File: config.mk
export PLATFORM = sky130hd
export DESIGN_NAME = evt_pulse_gen
export DESIGN_NICKNAME = d
export VERILOG_FILES = /design/src/rtl/evt_pulse_gen.sv
export SDC_FILE = /design/constraint.sdc
export NUM_CORES = 1
export LEC_CHECK = 0
export CORE_MARGIN = 2
export CORE_UTILIZATION = 35
export CTS_CLUSTER_SIZE = 10
export DETAILED_ROUTE_END_ITERATION = 10
export GPL_TIMING_DRIVEN = 0
export PLACE_DENSITY_LB_ADDON = 0.1
export SLEW_MARGIN = 20
export SYNTH_ARGS = -nofsm -noshare
export SYNTH_HDL_FRONTEND = slang
export SYNTH_SLANG_ARGS = --single-unit
File: constraint.sdc
create_clock -name clk_in -period 4.4 [get_ports clk_in]
set_clock_uncertainty 0.15 [all_clocks]
set_input_delay 0.66 -clock clk_in [delete_from_list [all_inputs] [get_ports clk_in]]
set_output_delay 0.66 -clock clk_in [all_outputs]
set_load 0.01 [all_outputs]
File: src/rtl/evt_pulse_gen.sv
// Programmable event-strobe generator: periodic one-cycle evt_out pulses, finite or continuous.
// Optional mid-run restart on start_in is enabled by defining EVT_PULSE_GEN_RETRIGGER_EN.
module evt_pulse_gen #(
  parameter int PERIOD_WIDTH = 16,
  parameter int COUNT_WIDTH  = 16
) (
  input  logic                    clk_in,
  input  logic                    rst_in,
  input  logic                    start_in,
  input  logic                    stop_in,
  input  logic [PERIOD_WIDTH-1:0] period_in,
  input  logic [COUNT_WIDTH-1:0]  num_pulses_in,
  output logic                    evt_out,
  output logic                    busy_out,
  output logic                    done_out,
  output logic [COUNT_WIDTH-1:0]  pulse_count_out
);

  typedef enum logic {IDLE, RUN} state_t;

  state_t                  state_q, state_d;
  logic [PERIOD_WIDTH-1:0] period_q, period_d;
  logic [PERIOD_WIDTH-1:0] phase_q, phase_d;
  logic [COUNT_WIDTH-1:0]  remain_q, remain_d;
  logic [COUNT_WIDTH-1:0]  count_q, count_d;
  logic                    evt_q, evt_d;
  logic                    last_q, last_d;
  logic                    done_q, done_d;
  logic                    load;
  logic [PERIOD_WIDTH-1:0] period_eff;

  assign period_eff = (period_in == '0) ? PERIOD_WIDTH'(1) : period_in;

  always_comb begin
    state_d  = state_q;
    period_d = period_q;
    phase_d  = phase_q;
    remain_d = remain_q;
    count_d  = count_q;
    evt_d    = 1'b0;
    last_d   = 1'b0;
    done_d   = last_q;
    load     = 1'b0;

    case (state_q)
      IDLE: begin
        if (start_in && !stop_in) load = 1'b1;
      end
      RUN: begin
        if (stop_in) begin
          state_d = IDLE;
`ifdef EVT_PULSE_GEN_RETRIGGER_EN
        end else if (start_in) begin
          load = 1'b1;
`endif
        end else if (phase_q == period_q - PERIOD_WIDTH'(1)) begin
          phase_d = '0;
          evt_d   = 1'b1;
          count_d = count_q + COUNT_WIDTH'(1);
          // A remaining count of zero while running can only mean continuous mode.
          if (remain_q != '0) begin
            remain_d = remain_q - COUNT_WIDTH'(1);
            if (remain_q == COUNT_WIDTH'(1)) begin
              state_d = IDLE;
              last_d  = 1'b1;
            end
          end
        end else begin
          phase_d = phase_q + PERIOD_WIDTH'(1);
        end
      end
      default: state_d = IDLE;
    endcase

    if (load) begin
      state_d  = RUN;
      period_d = period_eff;
      remain_d = num_pulses_in;
      phase_d  = '0;
      count_d  = '0;
    end
  end

  always_ff @(posedge clk_in) begin
    if (rst_in) begin
      state_q  <= IDLE;
      period_q <= '0;
      phase_q  <= '0;
      remain_q <= '0;
      count_q  <= '0;
      evt_q    <= 1'b0;
      last_q   <= 1'b0;
      done_q   <= 1'b0;
    end else begin
      state_q  <= state_d;
      period_q <= period_d;
      phase_q  <= phase_d;
      remain_q <= remain_d;
      count_q  <= count_d;
      evt_q    <= evt_d;
      last_q   <= last_d;
      done_q   <= done_d;
    end
  end

  assign evt_out         = evt_q;
  assign busy_out        = (state_q == RUN);
  assign done_out        = done_q;
  assign pulse_count_out = count_q;

endmodule

==> impl_metrics.ini, run 1 <==
[worst_setup_path]
critPathMaxFanout = 10
cp.required_ns = 4.48
critical_path_arrival_ns = 4.07
timing.critical_path.to_type = flip-flop
cp-start-kind = flip-flop
criticalPathCategory = flip-flop to flip-flop

[power_and_ir_drop]
vdd_drop_max_mv = 0.114
cellLeakagePower_uw = 0.00173
cellPowerDensity_nw_per_um2 = 299

[timing]
final_min_period_over_clock_period = 0.905
timing_worst_slew_pin_value_ns = 1.04
final_max_slew_viol_count = 0
layout_min_cycle_time_ns = 3.98
fin_setup_tns_ns = 0
setup_slack_ns = 0.417
timing.fmax_mhz = 251
hold_viol_final = 0
worst_slew_margin_rel = 0.301
setup_violations = 0
setup_repair_after_global_routing_missed_its_margin = no

[synth]
synth_warnings = 0
syn-instance-count = 477
synth-seq-cells = 68
async_flop_share = 0
synth_area_per_cell_um2 = 8.14
synth_top_flop_cell = sky130_fd_sc_hd__dfxtp_1
synth_nets = 518
mappedNetlistArea_um2 = 3880
synth.yosys.seq_area_share = 0.351
synth_edf_count = 0
synth_cell_type_count = 61

[place]
pre_cts_ws_ns = 0.377
gp_routability_congestion = 0.866
numPortBuffers = 54
detailed_place.area_um2 = 4600
dp.final_hpwl_um = 8100

[floorplan]
floorplan.die_area_um2 = 11900
die_height_um = 109
rows = 38
floorplan.core_area_um2 = 10800
die-width_um = 109
initial_utilization = 0.358
design.portCount = 55

[global_routing]
grt_pass1_wl_um = 17700
largest_net_degree_at_the_start_of_global_routing = 12
grt_remaining_overflow = 0
antenna_violations_before_repair = 0
first_global_vias = 3482
globalRouteTotalUtil = 0.192

[drt]
drtIter0Drc = 235
detail_route.drc_violations = 0
viasPerCell = 5.36
routed-via-count = 3680
final_wl_um = 10600
first_pass_iters = 4
antenna_violating_nets_remaining = 0
routedWlPerCell_um = 15.5

[layout]
postLayoutCoreUtil = 0.443
fillers = 1117
final_area_um2 = 4800
areaGrowthSynthToFinish_pct = 23.7
antennaDiodeCount = 0
nets = 583
layout.cells.most_common_list = 68 x sky130_fd_sc_hd__dfxtp_1, 54 x sky130_fd_sc_hd__clkdlybuf4s50_1, 51 x sky130_fd_sc_hd__nor2_1
fraction_of_final_layout_cells_with_drive_strength_greater_than_1 = 0.0622
most_frequent_standard_cell_in_the_layout_excluding_fill_and_tap_cells = sky130_fd_sc_hd__dfxtp_1

[clock_tree]
insertion_delay_ns = 0.35
cts_inserted_buffers = 9
cts.htree.levels = 3
cts_buffer_depth = 2
tritoncts = done
cts.clk_slew.worst_paths_ns = 0.07
clock_sink_count = 68
library_cell_used_as_clock_root_buffer = sky130_fd_sc_hd__clkbuf_8

[outcome]
run_status = completed

[hold_path]
worstHoldPathType = flip-flop to flip-flop

[job]
max_cap_check_violation_count = 0
==> area by class of cell <==
cell class                 count  area [um2]  area share
tap                          140         175      0.0365
sequential                    68        1360       0.284
timing repair buffer          54         541       0.113
buffer                        25         111      0.0232
clock inverter                 5        50.0      0.0104
inverter                      13        48.8      0.0102
clock buffer                  11         151      0.0315
multi-input combinational    371        2360       0.492
==> cell families (layout without fill, tap and decap cells) <==
logic type | after synthesis | count (layout) | share of synthesized area
fa+ha+maj | 5 | 5 | 0.0161
buf+inv | 38 | 108 | 0.0413
compound gates | 78 | 78 | 0.143
simple gates | 238 | 238 | 0.330
mux | 7 | 7 | 0.0184
flops | 68 | 68 | 0.351
xor+xnor | 43 | 43 | 0.101
==> layer usage <==
metal,up-vias,global-route usage,routed length (um)
li1,1879,-,-
met1,1718,0.267,5250
met2,76,0.301,4830
met3,7,0.0273,441
met4,0,0.0732,116
met5,-,0,0
==> metrics by stage <==
stage	instances	total power (uW)	hold slack [ns]
CTS	687	1450	0.308
global route	687	1510	0.321
finish	687	1440	0.305
floorplan	477	831	0.264
detailed placement	671	918	0.298
global placement	671	914	0.299
==> critical path: stages, from the launching register on <==
cell and delay, ns:
sky130_fd_sc_hd__dfxtp_1 0.31, sky130_fd_sc_hd__clkbuf_1 0.30, sky130_fd_sc_hd__inv_1 0.15, sky130_fd_sc_hd__ha_1 0.33
sky130_fd_sc_hd__clkbuf_1 0.25, sky130_fd_sc_hd__xnor2_1 0.18, sky130_fd_sc_hd__a221oi_1 0.33, sky130_fd_sc_hd__o22ai_1 0.14
sky130_fd_sc_hd__a2111oi_1 0.51, sky130_fd_sc_hd__and4b_1 0.39, sky130_fd_sc_hd__nand2_2 0.17, sky130_fd_sc_hd__nand2_1 0.30
sky130_fd_sc_hd__buf_2 0.28, sky130_fd_sc_hd__nor2_1 0.08
==> sequential cells by signal, indices dropped and copies added, names as in the netlist <==
name	count
pulse_count_out	16
evt_out	1
busy_out	1
done_d	1
done_out	1
period_q	16
phase_q	16
remain_q	16
==> report_power, final <==
group | internal, uW | total, uW | switching, uW | leakage (uW)
clock | 289 | 532 | 243 | 0.000109
sequential | 635 | 658 | 23.1 | 0.000552
combinational | 110 | 246 | 136 | 0.00106
==> path summary, 6_finish.rpt <==
path	cells past startpoint	to	from	slack [ns]
setup reg to reg	13	phase_q[4]$_SDFFE_PP0P_	period_q[0]$_SDFFE_PP0P_	0.42
hold reg to reg	1	done_out$_SDFF_PP0_	done_d$_SDFF_PP0_	0.31
setup / recovery	13	phase_q[4]$_SDFFE_PP0P_	period_q[0]$_SDFFE_PP0P_	0.42
hold / removal	1	done_out$_SDFF_PP0_	done_d$_SDFF_PP0_	0.31
==> repair_timing <==
item,in CTS,in global routing
buffers inserted,0,0
endpoints found under the setup margin,0,11
hold buffers,0,0
hold endpoints to repair,0,0
gates resized for setup,0,1
==> Yosys cell counts (6+ instances only) <==
cell type                   n  share of area
sky130_fd_sc_hd__clkbuf_1  19          0.018
sky130_fd_sc_hd__o21ai_0    7         0.0090
sky130_fd_sc_hd__xor2_1    18          0.041
sky130_fd_sc_hd__and3_1    10          0.016
sky130_fd_sc_hd__nand2_1   48          0.046
sky130_fd_sc_hd__a22o_1     9          0.020
sky130_fd_sc_hd__a21oi_1   15          0.019
sky130_fd_sc_hd__inv_1     12          0.012
sky130_fd_sc_hd__or3_1      7          0.011
sky130_fd_sc_hd__nand3_1   33          0.043
sky130_fd_sc_hd__nor3_1    14          0.018
sky130_fd_sc_hd__and4_1     6          0.014
sky130_fd_sc_hd__nor2_1    51          0.049
sky130_fd_sc_hd__xnor2_1   24          0.054
sky130_fd_sc_hd__dfxtp_1   68           0.35
sky130_fd_sc_hd__or4_1     11          0.021
sky130_fd_sc_hd__mux2i_1    6          0.015
sky130_fd_sc_hd__o211ai_1  10          0.019
sky130_fd_sc_hd__nand4_1   10          0.016
sky130_fd_sc_hd__a211oi_1   9          0.017
sky130_fd_sc_hd__nor4_1    18          0.029
No activity file was read; power rests on OpenSTA's default activity.
==> run 2, diff against run 1 <==
Settings changed: CORE_ASPECT_RATIO set to 1.4.
==> impl_metrics.ini, run 2 (synthesis gave the netlist of run 1 again) <==
[outcome]
run_status = completed

[place]
gp_routability_congestion = 0.906
dp.final_hpwl_um = 8700
detailed_place.area_um2 = 4600
numPortBuffers = 54

[layout]
layout.cells.most_common_list = 68 x sky130_fd_sc_hd__dfxtp_1, 54 x sky130_fd_sc_hd__clkdlybuf4s50_1, 51 x sky130_fd_sc_hd__nor2_1
nets = 583
fillers = 1129
fraction_of_final_layout_cells_with_drive_strength_greater_than_1 = 0.0604
most_frequent_standard_cell_in_the_layout_excluding_fill_and_tap_cells = sky130_fd_sc_hd__dfxtp_1
final_area_um2 = 4860
areaGrowthSynthToFinish_pct = 25.3
antennaDiodeCount = 0
postLayoutCoreUtil = 0.450

[worst_setup_path]
timing.critical_path.to_type = flip-flop
critical_path_arrival_ns = 4.01
slowest_delay_ns = 0.42
critical_path.slowest_cell = sky130_fd_sc_hd__nor3_1
worstSetupStartpoint = period_q[0]$_SDFFE_PP0P_
cp.required_ns = 4.44
cp_common_cell = sky130_fd_sc_hd__clkbuf_1
criticalPathCategory = flip-flop to flip-flop
cp-start-kind = flip-flop
worst_r2r_startpoint = period_q[0]$_SDFFE_PP0P_
worstPathCellList = clkbuf_1 -> inv_1 -> ha_1 -> clkbuf_2 -> xnor2_1 -> a221oi_1 -> o22ai_1 -> a2111oi_2 -> and4b_1 -> nand2_2 -> clkbuf_1 -> nor3_1
critPathMaxFanout = 10

[floorplan]
die-width_um = 93
floorplan.die_area_um2 = 12000
rows = 45
die_height_um = 129
floorplan.core_area_um2 = 10800
initial_utilization = 0.359
design.portCount = 55

[power_and_ir_drop]
vdd_drop_max_mv = 0.165
clkPwrFrac = 0.408
total_switching_power_uw = 422
cellLeakagePower_uw = 0.00175
cell_internal_pwr_uw = 1120
switching_share = 0.273
p_comb_frac = 0.164
fin_total_pwr_uw = 1540
cellPowerDensity_nw_per_um2 = 318
seq_power_share = 0.428

[clock_tree]
cts_buffer_depth = 2
library_cell_used_as_clock_root_buffer = sky130_fd_sc_hd__clkbuf_16
cts.clk_slew.worst_paths_ns = 0.05
cts_inserted_buffers = 9
cts.htree.levels = 3
cts-hold-fix-buffers = 0
insertion_delay_ns = 0.33
cts_setup_buffers = 0
tritoncts = done
clock_sink_count = 68

[timing]
timing_worst_slew_pin_value_ns = 0.746
final_min_period_over_clock_period = 0.901
layout_min_cycle_time_ns = 3.96
final_max_slew_viol_count = 0
hold_viol_final = 0
setup_violations = 0
setup_repair_after_global_routing_missed_its_margin = no
timing.fmax_mhz = 252
worst_slew_margin_rel = 0.500
fin_setup_tns_ns = 0

[hold_path]
holdCritStartpoint = done_d$_SDFF_PP0_
worstHoldPathType = flip-flop to flip-flop

[global_routing]
antenna_violations_before_repair = 0
first_global_vias = 3629
largest_net_degree_at_the_start_of_global_routing = 11
globalRouteTotalUtil = 0.198
grt_remaining_overflow = 0
grt_pass1_wl_um = 18500

[drt]
antenna_violating_nets_remaining = 0
drtIter0Drc = 183
routedWlPerCell_um = 16.9
first_pass_iters = 4
detail_route.drc_violations = 0
routed-via-count = 3812
final_wl_um = 11600
viasPerCell = 5.55

[job]
max_cap_check_violation_count = 0
==> run 2: layer usage <==
| layer | GRT usage | part of all wire |
|---|---|---|
| met1 | 0.231 | 0.42 |
| met2 | 0.356 | 0.51 |
| met3 | 0.0340 | 0.040 |
| met4 | 0.0839 | 0.034 |
| met5 | 0 | 0 |
==> run 2: final cells by class <==
type / instances / area, um2 / area share
buffer: 25 / 113 / 0.0232
clock buffer: 12 / 236 / 0.0486
clock inverter: 3 / 15.0 / 0.00309
inverter: 13 / 48.8 / 0.0100
multi-input combinational: 371 / 2370 / 0.488
sequential: 68 / 1360 / 0.280
tap: 141 / 176 / 0.0363
timing repair buffer: 54 / 541 / 0.111
==> run 2: through the flow <==
stage / worst slack, ns / hold slack (ns) / std cells
after floorplan: 1.17 / 0.264 / 477
after global placement: 0.261 / 0.268 / 672
after detailed placement: 0.299 / 0.281 / 672
after CTS: 0.242 / 0.294 / 687
after global routing: 0.0964 / 0.309 / 687
final: 0.437 / 0.286 / 687
==> run 2: critical path, delay by kind of cell, from the launching register on <==
| family | cells | cell delay, ns |
|---|---|---|
| and+or+nand+nor | 3 | 0.98 |
| buffers and inverters | 4 | 0.96 |
| AOI/OAI and AO/OA | 3 | 0.94 |
| adders and majority gates | 1 | 0.33 |
| DFF | 1 | 0.30 |
| xor gates and xnor gates | 1 | 0.16 |
==> run 2: path summary, 6_finish.rpt <==
| path | slack (ns) | end | cells after the start |
|---|---|---|---|
| max | 0.44 | done_d$_SDFF_PP0_ | 12 |
| min | 0.29 | done_out$_SDFF_PP0_ | 1 |
| max reg2reg | 0.44 | done_d$_SDFF_PP0_ | 12 |
| min reg2reg | 0.29 | done_out$_SDFF_PP0_ | 1 |
==> run 2: power by group through the flow <==
stage / clock (uW) / combinational [uW] / sequential [uW]
after global placement: 0 / 246 / 673
after global routing: 678 / 279 / 663
after CTS: 649 / 251 / 660
after detailed placement: 0 / 249 / 673
final: 630 / 254 / 660
after floorplan: 0 / 165 / 666
==> run 2: timing repair <==
| action | in CTS | in global routing |
|---|---|---|
| endpoints found under the hold margin | 0 | 0 |
| resized for setup | 0 | 4 |
| setup endpoints to repair | 0 | 19 |
